==> src/rtl/sensor_monitor_if.sv <==
// Bundle of sensor inputs, control strobes and status outputs for sensor_monitor.
// The bench drives the master side and the monitor implements the slave side.
interface sensor_monitor_if #(
  parameter int NUM_SENSORS = 4,
  parameter int CNT_WIDTH   = 8
);
  logic [NUM_SENSORS-1:0] sensors;
  logic                   enable;
  logic                   clear;
  logic                   error;
  logic                   error_cond;
  logic [CNT_WIDTH-1:0]   fault_count;
  logic                   busy;

  modport master (
    output sensors, enable, clear,
    input  error, error_cond, fault_count, busy
  );

  modport slave (
    input  sensors, enable, clear,
    output error, error_cond, fault_count, busy
  );
endinterface

==> src/rtl/sensor_monitor.sv <==
// N-channel sensor fault monitor: registered inputs, critical/qualified rule,
// persistence filter, optional sticky latch and saturating fault counter.
module sensor_monitor #(
  parameter int NUM_SENSORS = 4,
  parameter int PERSIST     = 3,
  parameter int CNT_WIDTH   = 8,
  parameter int STICKY      = 1
) (
  input logic        clk,
  input logic        rst,
  sensor_monitor_if.slave mon
);

  localparam int PW = $clog2(PERSIST + 1);
  localparam logic [PW-1:0]        P_ZERO  = {PW{1'b0}};
  localparam logic [PW-1:0]        P_ONE   = PW'(1);
  localparam logic [PW-1:0]        P_LAST  = PW'(PERSIST - 1);
  localparam logic [CNT_WIDTH-1:0] CNT_MAX = {CNT_WIDTH{1'b1}};
  localparam logic [CNT_WIDTH-1:0] CNT_ONE = CNT_WIDTH'(1);

  typedef enum logic [1:0] {
    IDLE    = 2'd0,
    PENDING = 2'd1,
    FAULT   = 2'd2,
    LATCHED = 2'd3
  } state_t;

  logic [NUM_SENSORS-1:0] sensors_r;
  state_t                 state_r, state_s;
  logic [PW-1:0]          p_cnt_r, p_cnt_s;
  logic                   error_r, error_s;
  logic [CNT_WIDTH-1:0]   count_r, count_s;
  logic                   cond_s;
  logic                   fault_entry_s;

  // Channel 0 alone is critical; channel 1 needs any of channels 2..N-1 to qualify it.
  assign cond_s = sensors_r[0] | (sensors_r[1] & (|sensors_r[NUM_SENSORS-1:2]));

  // Next-state, persistence counter, error flag and fault counter decode.
  always_comb begin
    state_s = state_r;
    p_cnt_s = p_cnt_r;
    case (state_r)
      IDLE: begin
        if (mon.enable && cond_s) begin
          if (PERSIST == 1) begin
            state_s = FAULT;
            p_cnt_s = P_ZERO;
          end else begin
            state_s = PENDING;
            p_cnt_s = P_ONE;
          end
        end else begin
          state_s = IDLE;
          p_cnt_s = P_ZERO;
        end
      end
      PENDING: begin
        if (!mon.enable || !cond_s) begin
          state_s = IDLE;
          p_cnt_s = P_ZERO;
        end else if (p_cnt_r == P_LAST) begin
          state_s = FAULT;
          p_cnt_s = P_ZERO;
        end else begin
          state_s = PENDING;
          p_cnt_s = p_cnt_r + P_ONE;
        end
      end
      FAULT: begin
        // enable is deliberately ignored: disarming must not hide a live fault
        p_cnt_s = P_ZERO;
        if (!cond_s) begin
          state_s = (STICKY != 0) ? LATCHED : IDLE;
        end else begin
          state_s = FAULT;
        end
      end
      LATCHED: begin
        state_s = LATCHED;
        p_cnt_s = P_ZERO;
      end
      default: begin
        state_s = IDLE;
        p_cnt_s = P_ZERO;
      end
    endcase

    error_s       = (state_s == FAULT) || (state_s == LATCHED);
    fault_entry_s = (state_s == FAULT) && (state_r != FAULT);
    if (fault_entry_s && (count_r != CNT_MAX)) begin
      count_s = count_r + CNT_ONE;
    end else begin
      count_s = count_r;
    end
  end

  // Input sampling stage; clear leaves it running.
  always_ff @(posedge clk) begin
    if (rst) begin
      sensors_r <= {NUM_SENSORS{1'b0}};
    end else begin
      sensors_r <= mon.sensors;
    end
  end

  // Monitor state registers with rst > clear > FSM priority.
  always_ff @(posedge clk) begin
    if (rst) begin
      state_r <= IDLE;
      p_cnt_r <= P_ZERO;
      error_r <= 1'b0;
      count_r <= {CNT_WIDTH{1'b0}};
    end else if (mon.clear) begin
      state_r <= IDLE;
      p_cnt_r <= P_ZERO;
      error_r <= 1'b0;
      count_r <= {CNT_WIDTH{1'b0}};
    end else begin
      state_r <= state_s;
      p_cnt_r <= p_cnt_s;
      error_r <= error_s;
      count_r <= count_s;
    end
  end

  assign mon.error       = error_r;
  assign mon.error_cond  = cond_s;
  assign mon.fault_count = count_r;
  assign mon.busy        = (state_r == PENDING);

endmodule

==> src/flat_wrapper.sv <==
// flat-port wrapper written by rule: the top's interface ports become plain ports
module sensor_monitor_flat 
#(
  parameter int NUM_SENSORS = 4,
  parameter int PERSIST     = 3,
  parameter int CNT_WIDTH   = 8,
  parameter int STICKY      = 1
)
  (clk, rst, mon_sensors, mon_enable, mon_clear, mon_error, mon_error_cond, mon_fault_count, mon_busy);
  sensor_monitor_if #(.NUM_SENSORS(NUM_SENSORS), .CNT_WIDTH(CNT_WIDTH)) mon_i ();
  input logic clk;
  input logic rst;
  input wire logic [$bits(mon_i.sensors)-1:0] mon_sensors;
  input wire logic [$bits(mon_i.enable)-1:0] mon_enable;
  input wire logic [$bits(mon_i.clear)-1:0] mon_clear;
  output wire logic [$bits(mon_i.error)-1:0] mon_error;
  output wire logic [$bits(mon_i.error_cond)-1:0] mon_error_cond;
  output wire logic [$bits(mon_i.fault_count)-1:0] mon_fault_count;
  output wire logic [$bits(mon_i.busy)-1:0] mon_busy;
  assign mon_i.sensors = mon_sensors;
  assign mon_i.enable = mon_enable;
  assign mon_i.clear = mon_clear;
  assign mon_error = mon_i.error;
  assign mon_error_cond = mon_i.error_cond;
  assign mon_fault_count = mon_i.fault_count;
  assign mon_busy = mon_i.busy;
  sensor_monitor #(.NUM_SENSORS(NUM_SENSORS), .PERSIST(PERSIST), .CNT_WIDTH(CNT_WIDTH), .STICKY(STICKY)) u_core (.clk(clk), .rst(rst), .mon(mon_i));
endmodule
==> config.mk <==
export PLATFORM = sky130hd
export DESIGN_NAME = sensor_monitor_flat
export DESIGN_NICKNAME = d
export VERILOG_FILES = /design/src/rtl/sensor_monitor_if.sv /design/src/rtl/sensor_monitor.sv /design/src/flat_wrapper.sv
export SDC_FILE = /design/constraint.sdc
export NUM_CORES = 1
export LEC_CHECK = 0
export ABC_AREA = 1
export CAP_MARGIN = 30
export CORE_MARGIN = 8
export CORE_UTILIZATION = 51
export CTS_CLUSTER_DIAMETER = 30
export DETAILED_ROUTE_END_ITERATION = 16
export GPL_TIMING_DRIVEN = 0
export PLACE_DENSITY = 0.82
export SYNTH_ARGS = -nofsm -noshare
export SYNTH_HDL_FRONTEND = slang
export SYNTH_SLANG_ARGS = --single-unit
==> constraint.sdc <==
create_clock -name clk -period 2.4 [get_ports clk]
set_clock_uncertainty 0.1 [all_clocks]
set_input_delay 0.24 -clock clk [delete_from_list [all_inputs] [get_ports clk]]
set_output_delay 0.24 -clock clk [all_outputs]
set_load 0.005 [all_outputs]
==> run summary, run 1 <==
Via count = 749
HPWL Detailed = 1250 µm
Skew-Pair Late Insertion Delay = 0.29 ns
N_diodes = 0
Yosys reg bits = 16
Core Footprint = 1490 µm²
Initial Util = 0.539
Biggest area consumer among synthesized cells = dfxtp_1
Max-Cap Viols = 0
Post-CTS resize count = 0
Site Rows = 14
Cells after synthesis = 110
Root Buffer = clkbuf_4
Count of final setup violators = 0
Num CTS Buffers = 3
DIE WIDTH = 55.7 µm
GRT Overall Usage = 0.115
Layout cells sized above 1 = 0.136
Die area = 3100 µm²
Slowest stage delay, CP = 0.56 ns
TritonRoute pass-1 iters = 4
Final Hold Vio Count = 0
CP Cell Sequence = o21ai_1, nand2_1, clkdlybuf4s50_1
Critical path type = reg2out
Sequential area share after synthesis = 0.399
CTS sink count = 16
Total Routed Length = 1590 µm
Static Leak = 0.000427 µW
Startpoint class of the critical path = register
CP max FO = 6
Unrepaired setup endpoints after global routing = no
Remaining antenna violation count = 0
Highest-delay cell along the critical path = clkdlybuf4s50_1
Netlist cell types = 20
Layout Nets = 142
Finished Cell Area = 1040 µm²
Die height = 55.7 µm
Yosys synthesis warning count = 0
Placed instance area = 1000 µm²
Routability Congestion = 0.866
Fmax = 563 MHz
Post-CTS Hold Buffers = 0
Hold Crit Class = in2reg
Max Root-Sink Buffers = 2
Crit path DAT = 1.44 ns
H-tree depth = 1
Pre-CTS WS = 0.745 ns
Vias per cell = 5.06
Main area contributors after synthesis = dfxtp_1 40%, inv_1 8.0%, nand2_1 7.5%
# IOs = 19
Slew @ Worst Pin = 0.265 ns
Area Overhead vs Synth = 29.5%
Most common cell after layout, fill and taps aside = clkdlybuf4s50_1
Port Buf Inserts = 18
Mapped Nets = 119
1st-iter DRT viols = 18
Setup crit end kind = output pin
Run status = finished clean
Slew Viols, Final = 0
Mapped Avg Cell Area = 7.29 µm²
TritonCTS clock tree = yes
Top-area cell type share of the netlist area = 0.399
TNS Setup = 0 ns
PnR worst setup slack = 0.624 ns
DR WL/cell = 10.7 µm
Mapped cell area = 802 µm²
Largest net degree at the start of global routing = 10
Final Critical Period = 1.78 ns
Residual DRC count = 0
Slew headroom = 0.823
Global-route wire length before repair = 2940 µm
VDD IR max = 0.346 mV
Total congestion overflow = 0
Clock slew at reported path FFs = 0.09 ns
Antenna violations before repair = 0
Vias in the first global route = 688
Power per standard cell area = 465 nW/µm²
Required @ worst endpoint = 2.06 ns
Part of the cycle the worst path needs = 0.740
Postcts setup bufs = 0
Most frequent cells in the layout = 18 x clkdlybuf4s50_1, 17 x inv_1, 16 x nand2_1, 16 x dfxtp_1, 14 x nor2_1
## Yosys cell counts
library cell,instances
inv_1,17
dfxtp_1,16
nand2_1,16
nor2_1,14
nand3_1,9
a21oi_1,8
o21ai_0,7
nor2_2,4
xor2_1,4
inv_2,2
nand2_2,2
nor2_4,2
nor3_1,2
buf_2,1
ha_1,1
nand4_1,1
nand4_4,1
nor3_4,1
o21ai_1,1
or2_2,1
## metrics by stage
stage / hold slack (ns) / power [µW] / util / cells
final: 0.359 / 483 / 0.697 / 148
after global routing: 0.348 / 506 / 0.697 / 148
after CTS: 0.350 / 489 / 0.697 / 148
after detailed placement: 0.390 / 311 / 0.673 / 144
after global placement: 0.376 / 310 / 0.673 / 144
after floorplan: 0.211 / 291 / - / 110
## logic make-up after synthesis
family / synth area share
DFF: 0.399
buffers and inverters: 0.0952
xor gates and xnor gates: 0.0437
adders and majority gates: 0.0156
and+or+nand+nor: 0.346
AOI/OAI and AO/OA: 0.0998
## layer usage
metal,track usage,up-vias,part of all wire
met1,0.136,337,0.44
met4,0.0951,0,0.036
met3,0.0411,5,0.062
met5,0,-,0
met2,0.162,17,0.46
li1,-,390,-
## area by class of cell
cell class                 count  area (µm²)
sequential                    16         320
multi-input combinational     74         405
buffer                         1        5.00
fill                         127         450
inverter                      19        71.3
tap                           16        20.0
clock buffer                   4        36.3
timing repair buffer          18         180
## where the power goes
part,internal (µW),switching (µW)
logic,17.9,16.0
clock network,92.6,85.1
registers,270,1.62
## worst paths after layout
path,end,startpoint,cells after the start,slack [ns]
worst max-delay path,mon_error_cond,u_core.sensors_r[2],3,0.62
worst min-delay path,u_core.sensors_r[0],mon_sensors[0],3,0.36
worst max register to register,u_core.mon.fault_count[2],u_core.mon.fault_count[0],8,0.83
worst min register to register,u_core.p_cnt_r[1],u_core.p_cnt_r[0],2,0.40
## worst max-delay path, delay by kind of cell, from the launching register on
kind                   cells  cell delay [ns]
buffers and inverters      1             0.56
AOI/OAI and AO/OA          1             0.05
and+or+nand+nor            1             0.21
DFF                        1             0.32
## registers in the layout, summed over array words and instances (netlist names)
name,cells
u_core.mon.fault_count,8
u_core.sensors_r,4
u_core.p_cnt_r,2
u_core.mon.error,1
u_core.state_r,1
(Power assumes the default switching activity.)
==> inputs of run 2 (changes only) <==
--- a/config.mk
+++ b/config.mk
@@ -8,11 +8,11 @@
 export ABC_AREA = 1
 export CAP_MARGIN = 30
 export CORE_MARGIN = 8
-export CORE_UTILIZATION = 51
+export CORE_UTILIZATION = 42
 export CTS_CLUSTER_DIAMETER = 30
 export DETAILED_ROUTE_END_ITERATION = 16
 export GPL_TIMING_DRIVEN = 0
-export PLACE_DENSITY = 0.82
+export PLACE_DENSITY = 0.72
 export SYNTH_ARGS = -nofsm -noshare
 export SYNTH_HDL_FRONTEND = slang
 export SYNTH_SLANG_ARGS = --single-unit
==> constraint.sdc (replaced) <==
create_clock -name clk -period 1.6 [get_ports clk]
set_clock_uncertainty 0.1 [all_clocks]
set_input_delay 0.16 -clock clk [delete_from_list [all_inputs] [get_ports clk]]
set_output_delay 0.16 -clock clk [all_outputs]
set_load 0.005 [all_outputs]
==> run summary, run 2 (same netlist as run 1, synthesis figures left out) <==
DIE WIDTH = 59.7 µm (+7.3%)
Vias in the first global route = 710 (+3.2%)
Required @ worst endpoint = 1.34 ns (-0.72 ns)
Power Total = 734 µW (+52%)
Reg2reg end = u_core.mon.fault_count[6]
Remaining antenna violation count = 0 (unchanged)
DR WL/cell = 10.3 µm (-3.8%)
Skew-Pair Late Insertion Delay = 0.30 ns (about the same)
Crit path DAT = 1.26 ns (-0.18 ns)
Post-layout util = 0.584 (-0.113)
Run status = finished clean
CP Cell Sequence = clkdlybuf4s50_1
GRT Overall Usage = 0.106 (-0.00939)
Critical path type = reg2out
TNS Setup = 0 ns (unchanged)
Reg2Reg Setup Slack = 0.16 ns (-0.67 ns)
Hold Crit Class = in2reg
Global-route wire length before repair = 2930 µm (-0.24%)
Setup crit end kind = output pin
Hold depth = 3 (unchanged)
Site Rows = 16 (+2)
CP top delay family = buffers and inverters
# IOs = 19 (unchanged)
TritonRoute pass-1 iters = 4 (unchanged)
Count of final setup violators = 0 (unchanged)
Root Buffer = clkbuf_4
Layout cells sized above 1 = 0.218 (+0.0817)
Highest-delay cell along the critical path = clkdlybuf4s50_1
Via count = 746 (-0.40%)
Power per standard cell area = 667 nW/µm² (+44%)
Residual DRC count = 0 (unchanged)
Layout filler cell count = 188 (+48%)
Initial Util = 0.426 (-0.112)
PnR worst setup slack = 0.0762 ns (-0.548 ns)
Largest register FFs = 8 (unchanged)
Post-CTS Hold Buffers = 0 (unchanged)
H-tree depth = 1 (unchanged)
Max-Cap Viols = 0 (unchanged)
Layout Nets = 143 (+0.70%)
CTS sink count = 16 (unchanged)
Slowest stage delay, CP = 0.54 ns (-0.02 ns)
Startpoint class of the critical path = register
Fmax = 656 MHz
VDD IR max = 0.650 mV (+88%)
Largest net degree at the start of global routing = 10 (unchanged)
Buf/Inv on CP = 1 (unchanged)
Antenna violations before repair = 0 (unchanged)
Num CTS Buffers = 3 (unchanged)
HPWL Detailed = 1270 µm (+1.8%)
Max Root-Sink Buffers = 2 (unchanged)
Total Routed Length = 1650 µm (+4.0%)
Die area = 3560 µm² (+15%)
Finished Cell Area = 1100 µm² (+5.9%)
Reg area = 330 µm² (+3.1%)
Area Overhead vs Synth = 37.1%
TritonCTS clock tree = yes
Slew headroom = 0.815 (-0.00817)
Routability Congestion = 0.813 (-6.1%)
Reg2Reg Launch Point = u_core.mon.fault_count[0]
N_diodes = 0 (unchanged)
Final Hold Vio Count = 0 (unchanged)
Part of the cycle the worst path needs = 0.952
Core Footprint = 1880 µm² (+26%)
Register-to-Register Path Depth = 9 (+1)
Pre-CTS WS = 0.00543 ns (-0.739 ns)
Placed instance area = 1020 µm² (+1.4%)
Multi-input gate area = 434 µm² (+7.1%)
Vias per cell = 4.66 (-7.9%)
CP max FO = 5 (-1)
Port Buf Inserts = 18 (unchanged)
Most frequent cells in the layout = 16 x inv_1, 16 x clkdlybuf4s50_1, 14 x nor2_1, 13 x nand2_1, 12 x dfxtp_1
Total congestion overflow = 0 (unchanged)
Unrepaired setup endpoints after global routing = no
1st-iter DRT viols = 5 (-13)
Slew Viols, Final = 0 (unchanged)
Final Critical Period = 1.52 ns
Worst Setup SP = u_core.mon.fault_count[2]
Clock slew at reported path FFs = 0.10 ns (about the same)
Hold Path Origin = mon_sensors[3]
Die height = 59.7 µm (+7.3%)
Static Leak = 0.000448 µW (+4.8%)
Crit path capture = mon_fault_count[2]
Critical path depth = 1 (-2)
Slew @ Worst Pin = 0.277 ns (+0.0120 ns)
-- run 2: cell type report --
cell class | instances | share of cell area
clock buffers | 4 | 0.0330
well taps | 27 | 0.0307
flip-flops and latches | 16 | 0.300
plain buffers | 1 | 0.00455
repair buffers | 19 | 0.172
multi-input cells | 74 | 0.395
inverters | 19 | 0.0648
-- run 2: power breakdown --
part | leakage (µW) | switching, µW | internal [µW]
registers | 0.000133 | 2.97 | 401
logic | 0.000294 | 23.7 | 28.8
clock network | 0.0000210 | 138 | 139
-- run 2: worst min-delay path: cells and delay by family --
kind	cells	cell delay, ns
buf+inv	2	0.44
simple gates	1	0.03
-- run 2: timing repair --
item,CTS,global route
buffers inserted,1,0
pin swaps,1,5
endpoints found under the setup margin,2,10
gates resized for setup,3,14
-- run 2: per-stage QoR --
stage	hold WS [ns]	cells
floorplan	0.131	110
global placement	0.377	155
detailed placement	0.401	155
CTS	0.261	160
global route	0.265	160
finish	0.270	160
-- run 2: routing by layer --
layer | global-route usage | share of wire
met1 | 0.119 | 0.44
met2 | 0.177 | 0.48
met3 | 0.0516 | 0.076
met4 | 0.0204 | 0
met5 | 0 | 0
-- run 2: how the worst min path moves through the flow --
stage                          end  slack (ns)
2_1_floorplan  u_core.sensors_r[0]        0.13
3_3_place_gp     u_core.p_cnt_r[1]        0.38
3_5_place_dp     u_core.p_cnt_r[1]        0.40
4_1_cts        u_core.sensors_r[3]        0.26
5_1_grt        u_core.sensors_r[0]        0.26
6_report       u_core.sensors_r[3]        0.27
==> inputs of run 3 (changes only) <==
--- a/config.mk
+++ b/config.mk
@@ -16,3 +16,4 @@
 export SYNTH_ARGS = -nofsm -noshare
 export SYNTH_HDL_FRONTEND = slang
 export SYNTH_SLANG_ARGS = --single-unit
+export TNS_END_PERCENT = 50
==> results of run 3 <==
No change in the layout: final DEF, timing and power equal those of run 2.
